--- config.mk ---
export PLATFORM = sky130hd
export DESIGN_NAME = bcd_decode_arbiter
export DESIGN_NICKNAME = d
export VERILOG_FILES = /design/src/rtl/bcd_pkg.sv /design/src/rtl/decoder_bcd2decimal.sv /design/src/rtl/bcd_decode_arbiter.sv
export SDC_FILE = /design/constraint.sdc
export NUM_CORES = 1
export LEC_CHECK = 0
export ABC_AREA = 1
export BUFFER_PORTS_ARGS = -buffer_cell sky130_fd_sc_hd__buf_2
export CAP_MARGIN = 20
export CORE_MARGIN = 10
export CORE_UTILIZATION = 50
export DETAILED_ROUTE_END_ITERATION = 12
export PLACE_DENSITY_LB_ADDON = 0.2
export SLEW_MARGIN = 0
export SYNTH_ARGS = -nofsm -noshare
export SYNTH_HDL_FRONTEND = slang
export SYNTH_SLANG_ARGS = --single-unit
--- constraint.sdc ---
create_clock -name clk -period 2.8 [get_ports clk]
set_input_delay 0.56 -clock clk [delete_from_list [all_inputs] [get_ports clk]]
set_output_delay 0.56 -clock clk [all_outputs]
set_load 0.02 [all_outputs]
--- src/rtl/bcd_pkg.sv ---
// Shared types and constants for the BCD decode arbiter slice.
package bcd_pkg;
  localparam int DIGIT_W = 4;
  localparam int DEC_W   = 10;
  localparam logic [3:0] BCD_MAX = 4'd9;

  typedef logic [DIGIT_W-1:0] bcd_t;
  typedef logic [DEC_W-1:0]   dec_t;

  typedef enum logic {IDLE = 1'b0, HOLD = 1'b1} state_t;

  function automatic logic is_bcd(bcd_t d);
    return (d <= BCD_MAX);
  endfunction
endpackage

--- src/rtl/decoder_bcd2decimal.sv ---
// Combinational BCD to one-hot decimal decoder; codes above 9 give zero plus an error flag.
module decoder_bcd2decimal
  import bcd_pkg::*;
(
  input  bcd_t bcd_i,
  output dec_t dec_o,
  output logic err_o
);

  // Decode one digit.
  always_comb begin
    dec_o = '0;
    err_o = 1'b0;
    if (is_bcd(bcd_i)) begin
      dec_o = dec_t'(1'b1) << bcd_i;
    end else begin
      err_o = 1'b1;
    end
  end

endmodule

--- src/rtl/bcd_decode_arbiter.sv ---
// Round-robin arbiter sharing one BCD decoder between NUM_REQ requesters,
// with a registered valid/ready result stage.
module bcd_decode_arbiter
  import bcd_pkg::*;
#(
  parameter  int NUM_REQ = 4,
  localparam int SRC_W   = $clog2(NUM_REQ)
) (
  input  logic                     clk,
  input  logic                     rst_n,
  input  logic [NUM_REQ-1:0]       req,
  input  logic [4*NUM_REQ-1:0]     d_in,
  output logic [NUM_REQ-1:0]       gnt,
  output logic                     y_valid,
  output logic [9:0]               y,
  output logic                     y_err,
  output logic [SRC_W-1:0]         y_src,
  input  logic                     y_ready
);

  state_t             state_q;
  logic [SRC_W-1:0]   ptr_q;
  logic [NUM_REQ-1:0] gnt_q;
  logic               y_valid_q;
  dec_t               y_q;
  logic               y_err_q;
  logic [SRC_W-1:0]   y_src_q;

  bcd_t               digits_s [NUM_REQ];
  logic [NUM_REQ-1:0] elig_s;
  logic               found_s;
  logic [SRC_W-1:0]   win_s;
  logic [SRC_W-1:0]   ptr_d;
  logic [NUM_REQ-1:0] gnt_d;
  logic               take_s;
  dec_t               dec_s;
  logic               dec_err_s;

  // Split the packed digit bus into per-requester digits.
  always_comb begin
    for (int i = 0; i < NUM_REQ; i++) begin
      digits_s[i] = d_in[DIGIT_W*i +: DIGIT_W];
    end
  end

  // A requester being granted this cycle is masked so its held req is not re-granted.
  assign elig_s = req & ~gnt_q;

  // Round-robin search starting at the pointer, wrapping upward.
  always_comb begin
    logic [SRC_W:0] idx;
    found_s = 1'b0;
    win_s   = '0;
    for (int k = 0; k < NUM_REQ; k++) begin
      idx = {1'b0, ptr_q} + (SRC_W+1)'(k);
      if (idx >= (SRC_W+1)'(NUM_REQ)) begin
        idx = idx - (SRC_W+1)'(NUM_REQ);
      end else begin
        idx = idx;
      end
      if (!found_s && elig_s[idx[SRC_W-1:0]]) begin
        found_s = 1'b1;
        win_s   = idx[SRC_W-1:0];
      end else begin
        found_s = found_s;
      end
    end
  end

  // Decide whether a new capture happens on this edge, and its side effects.
  always_comb begin
    take_s = 1'b0;
    gnt_d  = '0;
    ptr_d  = '0;
    case (state_q)
      IDLE:    take_s = found_s;
      HOLD:    take_s = found_s & y_ready;
      default: take_s = 1'b0;
    endcase
    if (take_s) begin
      gnt_d[win_s] = 1'b1;
    end else begin
      gnt_d = '0;
    end
    if (win_s == SRC_W'(NUM_REQ-1)) begin
      ptr_d = '0;
    end else begin
      ptr_d = win_s + SRC_W'(1);
    end
  end

  decoder_bcd2decimal u_dec (
    .bcd_i (digits_s[win_s]),
    .dec_o (dec_s),
    .err_o (dec_err_s)
  );

  // Sequencer: captures the winner's decoded digit and holds it until accepted.
  always_ff @(posedge clk or negedge rst_n) begin
    if (!rst_n) begin
      state_q   <= IDLE;
      ptr_q     <= '0;
      gnt_q     <= '0;
      y_valid_q <= 1'b0;
      y_q       <= '0;
      y_err_q   <= 1'b0;
      y_src_q   <= '0;
    end else begin
      gnt_q <= gnt_d;
      if (take_s) begin
        state_q   <= HOLD;
        ptr_q     <= ptr_d;
        y_valid_q <= 1'b1;
        y_q       <= dec_s;
        y_err_q   <= dec_err_s;
        y_src_q   <= win_s;
      end else if (state_q == HOLD && y_ready) begin
        state_q   <= IDLE;
        y_valid_q <= 1'b0;
      end else begin
        state_q   <= state_q;
        y_valid_q <= y_valid_q;
      end
    end
  end

  assign gnt     = gnt_q;
  assign y_valid = y_valid_q;
  assign y       = y_q;
  assign y_err   = y_err_q;
  assign y_src   = y_src_q;

endmodule

Yosys cells after proc, flatten, opt, wreduce, memory -nomap -nowiden
Cells that the tools add are included.
{ "word_totals": {"reg_bits": 20, "output_inout_bits": 18, "input_bits": 23, "wordCells": 74} }
{ "classes": {"n_reduce_logical": 9, "magnitude_cmp": 12, "shift": 1, "addsub": 8, "n_bitwise": 5, "eq_ne": 1, "mux": 32} }
{ "ops": {"columns": ["cell", "n"], "rows": [
  ["two-way mux 2 bit", 9],
  ["< comparator 2 x 3 -> 1 bit (second input constant)", 5],
  [">= comparator 3 bit (second input constant)", 4],
  ["two-way mux 1 bit", 12],
  ["two-way mux 4 bit", 3],
  ["two-way mux 10 bit", 1],
  ["left shift 1 x 4 -> 10 bit (first input constant)", 1],
  ["binary-select mux 1 bit (select 2 bit)", 4],
  ["binary-select mux 4 bit (select 2 bit)", 1],
  ["subtractor 2 x 1 -> 2 bit (second input constant)", 4],
  ["adder 2 x 2 -> 3 bit (second input constant)", 2],
  ["logical AND 1 bit", 5],
  ["bitwise AND 4 bit", 1],
  ["less-or-equal comparator 4 bit (second input constant)", 1],
  ["inverter 4 bit", 1],
  ["adder 2 x 1 -> 3 bit (second input constant)", 1],
  [">= comparator 2 x 3 -> 1 bit (second input constant)", 1],
  ["zero test 1 bit", 3],
  ["inverter 2 -> 3 bit", 1],
  ["adder 2 x 1 -> 2 bit (second input constant)", 1],
  ["demux 1 bit (select 2 bit)", 1],
  ["equality test 2 bit (second input constant)", 1],
  [">= comparator 2 x 1 -> 1 bit (second input constant)", 1],
  ["case mux 1 bit (2 select lines)", 1],
  ["other kinds (3)", 3]
]} }

Longest topological paths before layout
{ "depth": {"depth_word": 20, "ltp_mapped": 20, "ltp_nobuf": 19} }

By module
From an unflattened synthesis, not the netlist that was laid out.
{ "hier_totals": {"hier_cells": 198, "hier_area_um2": 1401.3} }
{ "modules_own_cells": {"columns": ["module", "cells_each", "seq_area_each_um2", "area_per_inst_um2", "instances"], "rows": [
  ["bcd_decode_arbiter", 175, 500.5, 1310.0, 1],
  ["decoder_bcd2decimal", 23, 0.0, 91.3, 1]
]} }

Least setup slack after synthesis
No wires, ideal clock.
{ "synth_path": {"kind": "reg-to-reg", "startpoint": "register ptr_q[0]", "endpoint": "register y_err_q, in the netlist y_err", "t_arrival_ns": 1.855, "period_less_slack_ns": 1.971, "path_slack_ns": 0.829, "stages_incl_launch_ff": 19, "path_cell_list": "dfrtp_1 -> buf_6 -> inv_4 -> nand3_1 -> nand3_2 -> nand2_4 -> nand2_4 -> nand2_2 -> nand2_4 -> nand3_4 -> buf_8 -> nand2_2 -> nand3_2 -> nand2_2 -> nand2_2 -> nor2_2 -> nor2_1 -> nand2_1 -> nand2_1"} }
{ "synth_between": {"elab_chain_cells": 20} }
{ "synth_lines": {"columns": ["element", "line", "rtl"], "rows": [
  ["start: declaration", "bcd_decode_arbiter.sv:22", "logic [SRC_W-1:0] ptr_q;"],
  ["start signal: assignment", "bcd_decode_arbiter.sv:112", "ptr_q <= ptr_d;"],
  ["branches (longest 20 deep; another with adder 2 x 1 -> 3 bit)", null, null],
  ["end signal: assignment", "bcd_decode_arbiter.sv:115", "y_err_q <= dec_err_s;"],
  ["end: declaration", "bcd_decode_arbiter.sv:26", "logic y_err_q;"]
]} }
Parallel ways; which one is timed is not known. The select of a mux whose other input is x is not followed.
A chain may end at the register's enable or synchronous reset.

Final worst setup path
{ "layout_path": {"startpoint": "register ptr_q[0]", "endpoint": "register y_err_q, in the netlist y_err"} }
{ "layout_between": {"elab_chain_cells": 20} }
{ "layout_lines": {"columns": ["element", "line", "rtl"], "rows": [
  ["branches (longest 13 deep; another with adder 2 x 1 -> 3 bit)", null, null],
  ["two-way mux 2 bit (*)", "bcd_decode_arbiter.sv:61", "if (!found_s && elig_s[idx[SRC_W-1:0]]) begin"],
  ["net win_s[0]", "bcd_decode_arbiter.sv:32", "logic [SRC_W-1:0] win_s;"],
  ["inverter 2 -> 3 bit (not written as such) (*)", "bcd_decode_arbiter.sv:93", ".bcd_i (digits_s[win_s]),"],
  ["binary-select mux 4 bit (select 2 bit) (*)", "bcd_decode_arbiter.sv:93", null],
  ["two-way mux 4 bit (not written as such) (*) (2 in a row)", "bcd_decode_arbiter.sv:93", null],
  ["less-or-equal comparator 4 bit (*)", "bcd_pkg.sv:13", "return (d <= BCD_MAX);"],
  ["two-way mux 1 bit (*)", "decoder_bcd2decimal.sv:14", "if (is_bcd(bcd_i)) begin"]
]} }
Mark *: on every way through the listed nets, which the timed path passes. The select of a mux whose other input is x is not followed.

==> metrics.md <==
| Metric | Value |
|---|---|
| Layout cells sized above 1 | `0.331` |
| Max-slew violations | `0` |
| Top post-synthesis cells by area | `dfrtp_1, nand2_1, nand3_1` |
| CTS Hold Bufs | `0` |
| Max FO, Critical Path | `13` |
| Starting Density | `0.529` |
| Min Tclk post-route | `2360 ps` |
| Clock buffer depth | `2` |
| Flop2flop setup slack | `440 ps` |
| Critical Path End | `y_err` |
| Fin. Hold Viols | `0` |
| Die Area | `5510 um^2` |
| GR Util met2 | `0.206` |
| Crit path kind | `reg2reg` |
| Post-synth top area share | `0.340` |
| Final setup skew | `7.56 ps` |
| Postcts setup bufs | `0` |
| Reg-to-Reg Start | `ptr_q[0]` |
| Die height | `74.2 um` |
| Fmax | `423 MHz` |
| Unrepaired setup endpoints after global routing | `no` |
| Outcome | `finished, final reports clean` |
| CP Capture Type | `register` |
| Final critical-path share of the clock period | `0.844` |
| Met1 Use GR | `0.157` |
| Top-Level Pins | `41` |
| Root Driver | `clkbuf_4` |
| H-tree levels | `1` |
| Area after DPL | `1680 um^2` |
| Yosys warns | `0` |
| Reg2Reg Depth | `18` |
| Reg-to-reg endpoint | `y_err` |
| Register area share after synthesis | `0.340` |
| Site Rows | `19` |
| Drt first pass iters | `4` |
| CTS Buf Count | `3` |
| Initial detailed-routing violation count | `89` |
| Hold Crit Class | `in2async` |
| Via/cell ratio | `5.08` |
| Routed WL | `3390 um` |
| Largest net degree at the start of global routing | `21` |
| Synth Area per Inst | `7.31 um^2` |
| Max-cap violations | `0` |
| Leading area contributor after synthesis | `dfrtp_1` |
| Post-Synthesis Cells | `201` |
| Total GRT Usage | `0.127` |
| DRC errors left | `0` |
| Crit path launch | `ptr_q[0]` |
| WP data required | `3010 ps` |
| Post-route ant nets | `0` |
| Arr. time, crit path | `2570 ps` |
| Die W | `74.2 um` |
| WL per Instance | `12.4 um` |
| Final WS setup | `436 ps` |
| Gpl congestion | `0.920` |
| Global-route wire length before repair | `5710 um` |
| Actual slew at the worst max-slew pin | `424 ps` |
| Setup TNS Final | `0 ps` |
| N_diodes | `0` |
| Clock sink count | `20` |
| Core area | `2780 um^2` |
| Area grow syn2layout | `17.9%` |
| Remaining Overflow, GRT | `0` |
| Worst Setup Start Kind | `register` |
| Max transition margin | `0.717` |
| Seq cells post-synth | `20` |
| I/O Buffers | `40` |
| Post-CTS sizing | `0` |
| Initial antenna violation count | `0` |
| Worst-path clk slew | `110 ps` |
| Routing usage on met3 | `0.0426` |
| Mapped Area | `1470 um^2` |
| Net Count, Synth | `228` |
| Setup violators final | `0` |
| Via count | `1,388` |
| Dpl ws | `419 ps` |
| Vias in the first global route | `1,314` |
| DPL Wire Length | `2760 um` |
| Count of different cell masters after synthesis | `22` |
| Final Cell Area | `1730 um^2` |
| Most Crowded Layer GR | `met2` |
| Clk_lat worst skew | `300 ps` |
| Fin nets | `270` |
| CTS tree | `done` |
## per-stage QoR
| step | std cells | util | hold slack, ps |
|---|---|---|---|
| 6_report | 273 | 0.623 | 176 |
| 5_1_grt | 273 | 0.623 | 180 |
| 4_1_cts | 273 | 0.623 | 179 |
| 3_5_place_dp | 269 | 0.604 | 463 |
| 3_3_place_gp | 269 | 0.604 | 466 |
| 2_1_floorplan | 201 | - | 264 |
## flip-flops by register name, summed over array words and instances, names as in the netlist
name     cells
y_src        2
y           10
ptr_q        2
y_valid      1
gnt          4
y_err        1
## cells by family after synthesis
family	count (synthesis)	synth area share
adder cells (fa/ha/maj)	4	0.0340
AO/OA/AOI/OAI	11	0.0391
flip-flops	20	0.340
AND/OR/NAND/NOR	141	0.506
buffers and inverters	25	0.0800
## area by class of cell
class                      count  area (um^2)
sequential                    20          500
clock inverter                 1         30.0
inverter                      21         81.3
multi-input combinational    156          852
fill                         265         1050
tap                           31         38.8
timing repair buffer          41          208
clock buffer                   3         22.5
## how the worst min path moves through the flow
stage          startpoint        to  slack [ps]  depth (start not counted)
2_1_floorplan       rst_n    gnt[0]         260                          0
3_3_place_gp         y[7]      y[7]         470                          2
3_5_place_dp         y[7]      y[7]         460                          2
4_1_cts             rst_n  ptr_q[1]         180                          1
5_1_grt             rst_n    gnt[1]         180                          1
6_report            rst_n    gnt[1]         180                          1
## routing by layer
layer	vias up	wire [um]
li1	742	-
met1	603	1520
met2	38	1570
met3	5	278
met4	0	17
met5	-	0
## critical path, stage by stage (launching register included)
cell and delay (ps):
dfrtp_1 520, inv_4 160, nand3_1 150, nand3_2 130, nand2_4 90, nand2_4 90, nand2_2 60, nand2_4 120
nand3_4 180, inv_1 150, nand2_1 70, nand2_1 60, nand2_1 40, nand2_1 130, nand2_1 100, nand2_1 70
nand2_1 50, nand2_1 60, nand2_1 40
## placed cells by master (no fill, tap or decap)
cell,instances
buf_2,40
nand3_1,23
nand4_4,1
bufinv_16,1
o21a_1,1
dfrtp_1,20
o21ai_1,7
nand2_4,3
nor2_2,3
buf_4,1
nand3_2,7
inv_4,1
clkbuf_4,3
nand3_4,2
clkinv_1,1
ha_1,4
inv_2,2
nand2_2,16
o21ai_0,3
inv_1,17
nor2_1,8
nand2_1,67
nand4_1,11
## cells in the mapped netlist, drive strengths merged
library cell,number
nor2,11
o21a,1
nand4,12
nand2,86
buf,4
o21ai,10
ha,4
nand3,32
clkinv,1
dfrtp,20
inv,20
Power is left out: the tool's default activity adds up to more than one toggle a clock period on the data nets, which glitch-free logic cannot reach.
